File: src/rtl/demux1to4_buf.sv
// demux1to4_buf: routes one 32-bit valid/ready stream to four channels, each with a one-entry buffer.
// Optional feature macro: DEMUX_XFER_CNT_EN adds o_xfer_cnt, a wrapping count of accepted input transfers.
module demux1to4_buf (
    input  logic        i_clk,
    input  logic        i_rst_n,
    input  logic [1:0]  i_sel,
    input  logic [31:0] i_data,
    input  logic        i_valid,
    output logic        o_ready,
    output logic [31:0] o_dataA,
    output logic [31:0] o_dataB,
    output logic [31:0] o_dataC,
    output logic [31:0] o_dataD,
    output logic        o_validA,
    output logic        o_validB,
    output logic        o_validC,
    output logic        o_validD,
    input  logic        i_readyA,
    input  logic        i_readyB,
    input  logic        i_readyC,
    input  logic        i_readyD
`ifdef DEMUX_XFER_CNT_EN
    ,
    output logic [15:0] o_xfer_cnt
`endif
);

    logic [3:0]  ready_s;
    logic [3:0]  sel_oh_s;
    logic [3:0]  load_s;
    logic [3:0]  drain_s;
    logic        ready_s_sel;
    logic        xfer_s;
    logic [3:0]  valid_r;
    logic [31:0] data_r [4];

    function automatic logic [3:0] decode_sel(input logic [1:0] sel);
        logic [3:0] oh;
        case (sel)
            2'b00:   oh = 4'b0001;
            2'b01:   oh = 4'b0010;
            2'b10:   oh = 4'b0100;
            2'b11:   oh = 4'b1000;
            default: oh = 4'b0000;
        endcase
        return oh;
    endfunction

    assign ready_s = {i_readyD, i_readyC, i_readyB, i_readyA};

    // Upstream handshake: the addressed channel accepts when empty or draining this cycle.
    always_comb begin
        sel_oh_s    = decode_sel(i_sel);
        ready_s_sel = |(sel_oh_s & (~valid_r | ready_s));
    end

    // Per-channel load/drain strobes derived from the accepted transfer.
    always_comb begin
        xfer_s  = i_valid & ready_s_sel;
        load_s  = sel_oh_s & {4{xfer_s}};
        drain_s = valid_r & ready_s;
    end

    assign o_ready = ready_s_sel;

    // Buffer state: a load wins over a drain so a same-cycle drain/reload stays full with new data.
    always_ff @(posedge i_clk) begin
        if (!i_rst_n) begin
            valid_r <= 4'b0000;
            for (int k = 0; k < 4; k++) begin
                data_r[k] <= 32'h0000_0000;
            end
        end else begin
            for (int k = 0; k < 4; k++) begin
                if (load_s[k]) begin
                    data_r[k]  <= i_data;
                    valid_r[k] <= 1'b1;
                end else if (drain_s[k]) begin
                    valid_r[k] <= 1'b0;
                end else begin
                    valid_r[k] <= valid_r[k];
                end
            end
        end
    end

    assign o_dataA  = data_r[0];
    assign o_dataB  = data_r[1];
    assign o_dataC  = data_r[2];
    assign o_dataD  = data_r[3];
    assign o_validA = valid_r[0];
    assign o_validB = valid_r[1];
    assign o_validC = valid_r[2];
    assign o_validD = valid_r[3];

`ifdef DEMUX_XFER_CNT_EN
    logic [15:0] xfer_cnt_r;

    // Accepted-transfer counter, wraps naturally at 16 bits.
    always_ff @(posedge i_clk) begin
        if (!i_rst_n) begin
            xfer_cnt_r <= 16'h0000;
        end else if (xfer_s) begin
            xfer_cnt_r <= xfer_cnt_r + 16'h0001;
        end else begin
            xfer_cnt_r <= xfer_cnt_r;
        end
    end

    assign o_xfer_cnt = xfer_cnt_r;
`endif

endmodule

File: config.mk
export PLATFORM = sky130hd
export DESIGN_NAME = demux1to4_buf
export DESIGN_NICKNAME = d
export VERILOG_FILES = /design/src/rtl/demux1to4_buf.sv
export SDC_FILE = /design/constraint.sdc
export NUM_CORES = 1
export LEC_CHECK = 0
export ABC_AREA = 1
export BUFFER_PORTS_ARGS = -buffer_cell sky130_fd_sc_hd__buf_2
export CAP_MARGIN = 40
export CORE_ASPECT_RATIO = 0.75
export CORE_MARGIN = 3
export CORE_UTILIZATION = 25
export DETAILED_ROUTE_END_ITERATION = 6
export SYNTH_ARGS = -nofsm -noshare
export SYNTH_HDL_FRONTEND = slang
export SYNTH_SLANG_ARGS = --single-unit
File: constraint.sdc
create_clock -name i_clk -period 2.7 [get_ports i_clk]
set_clock_uncertainty 0.2 [all_clocks]
set_input_delay 0.27 -clock i_clk [delete_from_list [all_inputs] [get_ports i_clk]]
set_output_delay 0.27 -clock i_clk [all_outputs]
set_load 0.01 [all_outputs]
* Yosys cells after proc, flatten, opt, wreduce, memory -nomap -nowiden
Memories as Yosys holds them, arrays and structs flattened. Index checks and enable logic that the tools add are counted.
Word-level totals: memory bits (writable) 128, logic and storage cells 50, output and inout port bits 133, bits in registers 4, memories 1
Cells by class: muxes and demuxes 26, equal/unequal tests 3, reduce and logical (&&, ||, !) cells 6, bitwise gates (word level) 10
Memories:
- data_r | depth 4, bits a word 32, read ports 4, clocked after memory_dff 0, write ports 4, RTL line 35 | logic [31:0] data_r [4];
Operators by type and width (count):
- $mux W32 | 4
- $mux W1 | 21
- $pmux W4 S4 | 1
- $and A4 B4 Y4 | 3
- $reduce_bool A2 Y1 | 4
- $eq A2 B2 Y1 const B | 2
- $not A4 Y4 | 1
- $or A1 B1 Y1 | 4
- $or A4 B4 Y4 | 1
- $reduce_or A4 Y1 | 1
- $eq A2 B1 Y1 const B | 1
- $logic_not A2 Y1 | 1
- $and A1 B1 Y1 | 1

* Longest topological paths before layout
Gate-level depths: netlist (run 1).
depth after elaboration 10, depth in mapped cells 9, depth with buffers taken out 8

* Worst setup path after synthesis (run 1)
OpenSTA, ideal clock, no wires.
kind in2reg, from input i_sel[1], to memory data_r[0][0], enable pin, data required time 2111 ps, library setup time 389 ps, cell stages on the path 7, slack 506 ps, buffers on the path 0, arrival 1605 ps, path through nor2_1 > nand2_1 > nand2_1 > inv_2 > nand2_8 > nand3_1 > nand2_1
RTL lines:
- start: declaration | RTL line 6 | input logic [1:0] i_sel,
- end: declaration | RTL line 35

==> metrics, run 1 <==
wire per inst 15.68 um; crit path DAT 1.94 ns; VDD IR max 415.8 uV; worst path cell trace dlygate4sd3_1, buf_2, inv_1, nand2_1, nand2_1, nand2_1, inv_2, nand2_8, nand3_1, nand2_2, buf_4; CP Capture Type flop; Max stage delay cell, worst path dlygate4sd3_1; FF-to-FF path depth 8; die span in x 168.5 um; Min-Delay Endpoint data_r[0][18]; syn nets 393; Iter 0 DRT Violations 231; Hold Path Origin i_data[18]; yosys warns 0; Tot GR Track Use 0.1223; Yosys cell types 14; status complete, no violations; # hold bufs at CTS 18; Top Family by Delay on Critical Path buffers and inverters; vias in the first global route 3373; n_diodes 0; largest net degree at the start of global routing 34; antenna-violating nets left 0; Worst setup SP type input pin; Post-DP HPWL 8817 um; max-slew headroom at the worst pin 0.5937; CTS-repair resized insts 0; max-cap violations 0; clock latency on the worst-skew pair 0.41 ns; Pleak 0.002964 uW; Via Count 3306; period utilisation layout 0.7554; Initial Util 0.2614; WHS Path Cells 3; Fin. Hold Viols 0; total CTS buffers 17; placed instance count 768; met3 Track Usage GR 0.06350; unrepaired setup endpoints after global routing false; Tightest Pin Transition 0.6082 ns; RR Startpoint valid_r[1]; Die Ht 127.9 um; Post-CTS Setup Bufs 0; Seq cells post-synth 132; CTS tree yes; # clock sinks 132; port bufs 173; Rows 43; largest cells by area after synthesis edfxtp_1 (78%), nor2_1 (9.6%), inv_1 (3.0%); met1 GRT Util 0.1504; DRC 0; cells after synthesis 352; hold crit path type in2reg; routed vias/inst 4.042; met2 Track Usage GR 0.1856; clock-pin slew on the worst setup and hold paths 0.05 ns; Synth top area share 0.7763; Most Used Layer, Global Route met2; Avg Synthesized Cell Area 14.07 sq um; setup TNS 0 ns; gr ovfl total 0; first-pass GRT wire length 19500 um; share of layout cells above drive strength 1 0.3993; CP max stage delay 0.55 ns; Ports 174; FMAX 490.3 MHz; CP Class in2reg; Mapped Area 0.004951 sq mm; core area 0.01894 sq mm; Layout Nets 599; Area Growth Syn to Fin 37.07%; FF-to-FF setup slack 0.87 ns; gpl congestion 0.7026; cell taking the most area after synthesis edfxtp_1; Slew Viols, Final 0; final wirelength 12830 um; r2r endpoint data_r[2][16]; Max FO, Critical Path 15; Seq/Total Area, Yosys 0.7925; Max Root-Sink Buffers 2; # setup viols final 0; drt pass-1 iters 4; most used cell, CP nand2_1; P per Cell Area 739.1 mW/mm^2; H-tree Lvls 4; Finished Layout Cells 818; full die area 0.02155 sq mm; initial antenna violation count 0; minimum clock period 2.039 ns; WP data required 2.60 ns; Root Driver clkbuf_16; CP Buf/Inv Count 5
-- worst reg2reg max path: cells and delay by family, from the launching register on --
kind,cells,cell delay [ns]
simple gates,6,0.64
buf+inv,2,0.35
flops,1,0.33
-- placed cells by master (no fill, tap or decap) --
| cell | instances |
|---|---|
| nand2_8 | 1 |
| nor2_1 | 127 |
| dfxtp_1 | 4 |
| nor2_2 | 4 |
| clkbuf_1 | 2 |
| clkinv_1 | 2 |
| dlygate4sd3_1 | 18 |
| bufinv_16 | 1 |
| buf_2 | 173 |
| buf_4 | 10 |
| clkbuf_16 | 17 |
| clkinv_2 | 3 |
| inv_1 | 39 |
| o21ai_0 | 1 |
| nand2_2 | 4 |
| nand4_4 | 4 |
| inv_6 | 2 |
| nand2_1 | 15 |
| edfxtp_1 | 128 |
| clkinv_4 | 2 |
| clkinvlp_4 | 3 |
| inv_2 | 4 |
| nand3_1 | 7 |
-- kinds of logic after synthesis --
logic type,synth area share
simple gates,0.1440
buf+inv,0.06242
flops,0.7925
compound gates,0.001010
-- synth_stat cells --
cell,instances
buf_6,12
nand2_8,1
buf_4,1
inv_1,39
nand3_1,7
nand4_4,4
o21ai_0,1
nor2_1,127
edfxtp_1,128
inv_2,4
buf_2,1
dfxtp_1,4
nor2_2,4
nand2_1,19
-- registers in the layout, indices dropped and copies added, names as in the netlist --
signal and flops:
data_r 128, valid_r 4
-- cell type report --
cell class,count,area [sq um]
clock buffer,19,432.9
clock inverter,13,110.1
fill,1887,12150
inverter,43,161.4
multi-input combinational,163,728.2
sequential,132,3924
tap,247,309.0
timing repair buffer,201,1121
-- metal layers --
layer	part of all wire	vias up
met5	0	-
met2	0.45	142
met3	0.11	17
li1	-	1580
met1	0.43	1567
met4	0.013	0
-- power by group --
group	total (uW)	internal (uW)	switching (uW)
registers	2450	2400	45.9
logic	451	164	287
clock network	2120	1260	859
-- stage by stage --
stage | setup WS [ns] | area, sq um | util | hold slack, ns | total power, uW
floorplan | 0.5057 | 4951 | - | 0.2428 | 2685
global placement | 0.5539 | 6063 | 0.3202 | 0.2803 | 2924
detailed placement | 0.4948 | 6063 | 0.3202 | 0.2848 | 2927
CTS | 0.6841 | 6787 | 0.3584 | 0.001239 | 5082
global route | 0.4441 | 6787 | 0.3584 | 0.01333 | 5219
finish | 0.6605 | 6787 | 0.3584 | 0.01860 | 5016
-- worst max-delay path by stage --
stage,startpoint,end,depth (start not counted)
CTS,i_readyB,data_r[3][18],10
floorplan,i_sel[1],data_r[0][0],7
global placement,i_sel[1],data_r[2][16],9
finish,i_readyA,data_r[2][16],11
global route,i_readyB,data_r[3][14],10
detailed placement,i_sel[1],data_r[3][0],8
Power figures use the tool's default switching activity.
==> inputs of run 2 (changes only) <==
--- a/config.mk
+++ b/config.mk
@@ -5,7 +5,7 @@
 export SDC_FILE = /design/constraint.sdc
 export NUM_CORES = 1
 export LEC_CHECK = 0
-export ABC_AREA = 1
+export ABC_AREA = 0
 export BUFFER_PORTS_ARGS = -buffer_cell sky130_fd_sc_hd__buf_2
 export CAP_MARGIN = 40
 export CORE_ASPECT_RATIO = 0.75
==> constraint.sdc (replaced) <==
create_clock -name i_clk -period 1.74 [get_ports i_clk]
set_clock_uncertainty 0.2 [all_clocks]
set_input_delay 0.174 -clock i_clk [delete_from_list [all_inputs] [get_ports i_clk]]
set_output_delay 0.174 -clock i_clk [all_outputs]
set_load 0.01 [all_outputs]
==> metrics, run 2 <==
status complete, but fails checks; failing checks negative setup slack; VDD IR max 514.2 uV (+24%); WHS Path Cells 3 (unchanged); Int Power 6087 uW (+59%); Tightest Pin Transition 0.5679 ns (-0.04032 ns); Layout Nets 577 (-3.7%); share of layout cells above drive strength 1 0.4891 (+0.08975); Die Ht 132.0 um (+3.2%); CP Capture Type output port; hold crit path type in2reg; Async SR Flop Fraction 0 (unchanged); period utilisation layout 1.038; core area 0.02049 sq mm (+8.2%); # setup viols final 1 (+1); Post-synth top cells edfxtp_1 (128), nor3_1 (98), nand3_1 (33); n_diodes 0 (unchanged); routed vias/inst 4.610 (+14%); Top reg by flops data_r; worst path cell trace nand2b_4, mux4_2, buf_6; main flop type after synthesis edfxtp_1; Clock power frac 0.448 (+0.025); CP Class reg2out; final wirelength 16530 um (+29%); drt pass-1 iters 5 (+1); post-route cell area 0.007243 sq mm (+6.7%); antenna-violating nets left 0 (unchanged); Rows 45 (+4.7%); placed instance count 794 (+3.4%); Switching Share 0.2287 (-0.009022); largest net degree at the start of global routing 41 (+21%); clock latency on the worst-skew pair 0.40 ns (about the same); Post-DP HPWL 11020 um (+25%); gr ovfl total 0 (unchanged); clock-pin slew on the worst setup and hold paths 0.06 ns (about the same); Tot GR Track Use 0.1438 (+0.02149); Worst setup SP type flop; Yosys cell types 20 (+6); Seq pwr share 0.467 (-0.021); cells after synthesis 359 (+2.0%); max-slew headroom at the worst pin 0.6214 (+0.02767); Root Driver clkbuf_16; max reg flops 128 (unchanged); Max Root-Sink Buffers 2 (unchanged); max-cap violations 0 (unchanged); # clock sinks 132 (unchanged); wire per inst 19.91 um (+27%); Synth top area share 0.7261 (-0.05028); Finished Layout Cells 830 (+1.5%); P per Cell Area 1089 mW/mm^2 (+47%); die span in x 174.0 um (+3.3%); CP max stage delay 0.48 ns (-0.07 ns); largest registers data_r (128), valid_r (4); cell taking the most area after synthesis edfxtp_1; Seq/Total Area, Yosys 0.7412 (-0.05132); crit path DAT 1.43 ns (-0.51 ns); Max stage delay cell, worst path mux4_2; yosys warns 0 (unchanged); Iter 0 DRT Violations 351 (+52%); first-pass GRT wire length 24740 um (+27%); Comb power frac 0.085 (-0.005); Area Growth Syn to Fin 36.82%; Via Count 3826 (+16%); commonest non-fill, non-tap cells in the layout buf_2 (172), edfxtp_1 (128), nor3_1 (98); gpl congestion 0.7516 (+7.0%); Max FO, Critical Path 2 (-13); total CTS buffers 17 (unchanged); most numerous cell in the Yosys netlist edfxtp_1; Post-synth EDFFs 128 (unchanged); full die area 0.02298 sq mm (+6.6%); Sw Pwr 1805 uW (+51%); Initial Util 0.2583 (-0.003127); Avg Synthesized Cell Area 14.75 sq um (+4.8%); most common cell after layout, fill and taps aside buf_2; Pleak 0.002874 uW (-3.0%); port bufs 173 (unchanged); Seq cells post-synth 132 (unchanged); FMAX 553.6 MHz; H-tree Lvls 4 (unchanged); minimum clock period 1.806 ns; syn nets 400 (+1.8%); post-route setup slack -0.06625 ns (-0.7268 ns); Ports 174 (unchanged); CTS tree yes; largest cells by area after synthesis edfxtp_1 (73%), nor3_1 (9.3%), nor3_2 (5.7%); DRC 0 (unchanged); Fin. Hold Viols 0 (unchanged); unrepaired setup endpoints after global routing true; vias in the first global route 4063 (+20%); FILL cells 2069 (+9.6%); WP data required 1.37 ns (-1.23 ns); initial antenna violation count 0 (unchanged); FF-to-FF path depth 4 (-4); Slew Viols, Final 0 (unchanged); Mapped Area 0.005294 sq mm (+6.9%); Placed Instance Area 0.006611 sq mm (+9.0%)
==> run 2: routing by layer <==
layer | GRT usage | share of wire
met5 | 0 | 0
met4 | 0.03170 | 0.0080
met3 | 0.05181 | 0.074
met2 | 0.2272 | 0.46
met1 | 0.1904 | 0.45
==> run 2: logic make-up after synthesis <==
| kind of cell | after synthesis | synth area share |
|---|---|---|
| AOI/OAI and AO/OA | 8 | 0.01135 |
| and+or+nand+nor | 176 | 0.1985 |
| buffers and inverters | 42 | 0.04467 |
| DFF | 132 | 0.7412 |
| muxes | 1 | 0.004254 |
==> run 2: metrics by stage <==
stage	setup WS, ns	total power (uW)	hold slack, ns	utilization	TNS (ns)
final	-0.06625	7891	0.03031	0.3534	-0.06625
after global routing	-0.1170	8184	0.03162	0.3534	-0.1170
after CTS	-0.09186	7973	0.003555	0.3531	-0.09186
after detailed placement	0.06644	4425	0.3104	0.3226	0
after global placement	0.08862	4409	0.3032	0.3226	0
after floorplan	-0.3879	4093	0.1733	-	-45.44
==> run 2: repair_timing <==
action / CTS / global route
setup buffers: 2 / 0
setup endpoints to repair: 1 / 1
gates cloned: 0 / 0
hold buffers: 3 / 0
endpoints found under the hold margin: 3 / 0
gates resized for setup: 2 / 1
==> run 2: final timing paths <==
| check | endpoint | slack [ns] | startpoint |
|---|---|---|---|
| setup / recovery | o_ready | -0.07 | valid_r[3] |
| hold / removal | data_r[0][5] | 0.03 | i_data[5] |
| setup reg to reg | data_r[3][29] | 0.11 | valid_r[3] |
| hold reg to reg | valid_r[0] | 0.69 | valid_r[0] |
==> run 2: critical path: cells and delay by family (launching register included) <==
family        cells  cell delay [ns]
simple gates      1             0.06
buf+inv           1             0.14
mux               1             0.48
flops             1             0.35
==> run 2: power by group through the flow <==
stage                     Clock [uW]  Sequential (uW)  Combinational (uW)
after global placement             0             3750                 658
after floorplan                    0             3830                 267
after global routing            3760             3700                 726
after detailed placement           0             3750                 671
after CTS                       3600             3690                 679
final                           3530             3690                 672
==> run 2: final cells by class <==
cell class | count | area, sq um | share of cell area
Sequential cell | 132 | 3929 | 0.5424
Timing Repair Buffer | 199 | 1150 | 0.1587
Inverter | 1 | 3.754 | 0.0005182
Clock buffer | 19 | 432.9 | 0.05977
Clock inverter | 12 | 138.9 | 0.01917
Tap cell | 282 | 352.8 | 0.04871
Multi-Input combinational cell | 185 | 1236 | 0.1707
==> inputs of run 3 (changes only) <==
==> constraint.sdc (replaced) <==
create_clock -name i_clk -period 1.8 [get_ports i_clk]
set_clock_uncertainty 0.2 [all_clocks]
set_input_delay 0.18 -clock i_clk [delete_from_list [all_inputs] [get_ports i_clk]]
set_output_delay 0.18 -clock i_clk [all_outputs]
set_load 0.01 [all_outputs]
==> metrics, run 3 (synthesized netlist as in run 2, its figures left out) <==
Storage cell area 0.003929 sq mm (unchanged); Ports 174 (unchanged); Switching Share 0.2324 (+0.003696); Initial Util 0.2583 (unchanged); clock latency on the worst-skew pair 0.41 ns (about the same); worst setup path end o_ready; Comb power frac 0.083 (-0.002); FF-to-FF setup slack 0.15 ns (+0.04 ns); Pleak 0.002874 uW (about the same); max-cap violations 0 (unchanged); Placement Setup Slack 0.1103 ns (+0.04390 ns); setup TNS -0.02527 ns (+0.04098 ns); Slew Viols, Final 0 (unchanged); post-route setup slack -0.02527 ns (+0.04098 ns); total CTS buffers 17 (unchanged); CTS tree yes; Post-DP HPWL 11200 um (+1.6%); largest net degree at the start of global routing 41 (unchanged); RR Startpoint valid_r[3]; FILL cells 2046 (-1.1%); Top Family by Delay on Critical Path multiplexers; Via Count 3740 (-2.2%); vias in the first global route 3867 (-4.8%); FF-to-FF path depth 4 (unchanged); failing checks negative setup slack; Max Root-Sink Buffers 2 (unchanged); Fin. Hold Viols 0 (unchanged); # clock sinks 132 (unchanged); largest registers data_r (128), valid_r (4); Clock power frac 0.453 (+0.005); DRC 0 (unchanged); VDD IR max 463.2 uV (-9.9%); status complete, but fails checks; CP max stage delay 0.49 ns (about the same); unrepaired setup endpoints after global routing true; Max FO, Critical Path 2 (unchanged); H-tree Lvls 4 (unchanged); clock-pin slew on the worst setup and hold paths 0.06 ns (about the same); # setup viols final 1 (unchanged); share of layout cells above drive strength 1 0.4936 (+0.004574); max reg flops 128 (unchanged); wire per inst 19.16 um (-3.8%); most common cell after layout, fill and taps aside buf_2; Area Growth Syn to Fin 36.87% (about the same); gr ovfl total 0 (unchanged); core area 0.02049 sq mm (unchanged); CP Buf/Inv Count 1 (unchanged); Sw Pwr 1787 uW (-0.97%); area of the multi-input gates 0.001229 sq mm (-0.61%); Root Driver clkbuf_16; CP Capture Type output port; initial antenna violation count 0 (unchanged); hold crit path type in2reg; Layout Nets 577 (unchanged); Seq pwr share 0.464 (-0.003); Int Power 5903 uW (-3.0%); max-slew headroom at the worst pin 0.6338 (+0.01236); Tot GR Track Use 0.1378 (-0.005936); placed instance count 794 (unchanged); worst path cell trace nand2b_1, mux4_2, buf_6; die span in x 174.0 um (unchanged); routed vias/inst 4.501 (-2.4%); CP Class reg2out; minimum clock period 1.825 ns; Rows 45 (unchanged); r2r endpoint data_r[3][22]; Iter 0 DRT Violations 278 (-21%); Levels on crit path 3 (unchanged); Tightest Pin Transition 0.5494 ns (-0.01854 ns); antenna-violating nets left 0 (unchanged); FMAX 547.9 MHz; crit path DAT 1.45 ns (+0.02 ns); gpl congestion 0.7711 (+2.6%); WP data required 1.42 ns (+0.05 ns); commonest non-fill, non-tap cells in the layout buf_2 (172), edfxtp_1 (128), nor3_1 (98); first-pass GRT wire length 23760 um (-4.0%); full die area 0.02298 sq mm (unchanged); Finished Layout Cells 831 (+0.12%); final wirelength 15930 um (-3.6%); Worst setup SP type flop; total power draw 7691 uW (-2.5%); port bufs 173 (unchanged); Die Ht 132.0 um (unchanged); P per Cell Area 1061 mW/mm^2 (-2.6%); n_diodes 0 (unchanged); Top reg by flops data_r; period utilisation layout 1.014; drt pass-1 iters 5 (unchanged); Max stage delay cell, worst path mux4_2; crit path launch valid_r[3]
==> run 3: cell count changes in the layout (fill, tap and decap cells not counted), sizes merged <==
| cell | change |
|---|---|
| clkbuf | -1 |
| clkinvlp | +1 |
| inv | +1 |
==> run 3: cell type report <==
cell class | instances | share of cell area
Tap cell | 282 | 0.04870
Clock inverter | 14 | 0.02228
Multi-Input combinational cell | 185 | 0.1696
Timing Repair Buffer | 199 | 0.1575
Clock buffer | 18 | 0.05923
Sequential cell | 132 | 0.5422
Inverter | 1 | 0.0005180
==> run 3: how the worst min path moves through the flow <==
stage	start	end	slack, ns	depth (start not counted)
4_1_cts	i_data[6]	data_r[0][6]	0.02	3
2_1_floorplan	i_readyD	valid_r[3]	0.18	2
3_3_place_gp	valid_r[1]	valid_r[1]	0.29	2
6_report	i_data[5]	data_r[0][5]	0.04	3
3_5_place_dp	valid_r[2]	valid_r[2]	0.34	2
5_1_grt	i_sel[1]	valid_r[3]	0.04	4
==> run 3: worst reg2reg max path: stages (launching register included) <==
cell,delay (ns)
dfxtp_2,0.33
buf_4,0.10
nor2b_4,0.36
buf_6,0.29
nor3_1,0.10
==> run 3: timing repair <==
item | CTS | global route
endpoints found under the setup margin | 1 | 23
buffers inserted | 1 | 1
gates resized for setup | 2 | 1
endpoints found under the hold margin | 3 | 0
hold buffers | 3 | 0
==> run 3: per-layer routing <==
metal	share of wire	GRT usage
met1	0.44	0.1743
met2	0.48	0.2266
met3	0.077	0.04692
met4	0.0068	0.03705
met5	0	0
==> run 3: power groups by stage <==
stage	clock [uW]	combinational [uW]	sequential [uW]
3_3_place_gp	0	629	3620
5_1_grt	3690	689	3580
4_1_cts	3570	647	3570
3_5_place_dp	0	642	3630
6_report	3490	638	3570
2_1_floorplan	0	258	3700
==> run 3: per-stage QoR <==
step | hold slack [ns] | area [sq um] | utilization
after global routing | 0.04409 | 7246 | 0.3535
after CTS | 0.01983 | 7234 | 0.3530
after floorplan | 0.1793 | 5399 | -
after global placement | 0.2925 | 6599 | 0.3220
after detailed placement | 0.3406 | 6599 | 0.3220
final | 0.04183 | 7246 | 0.3535
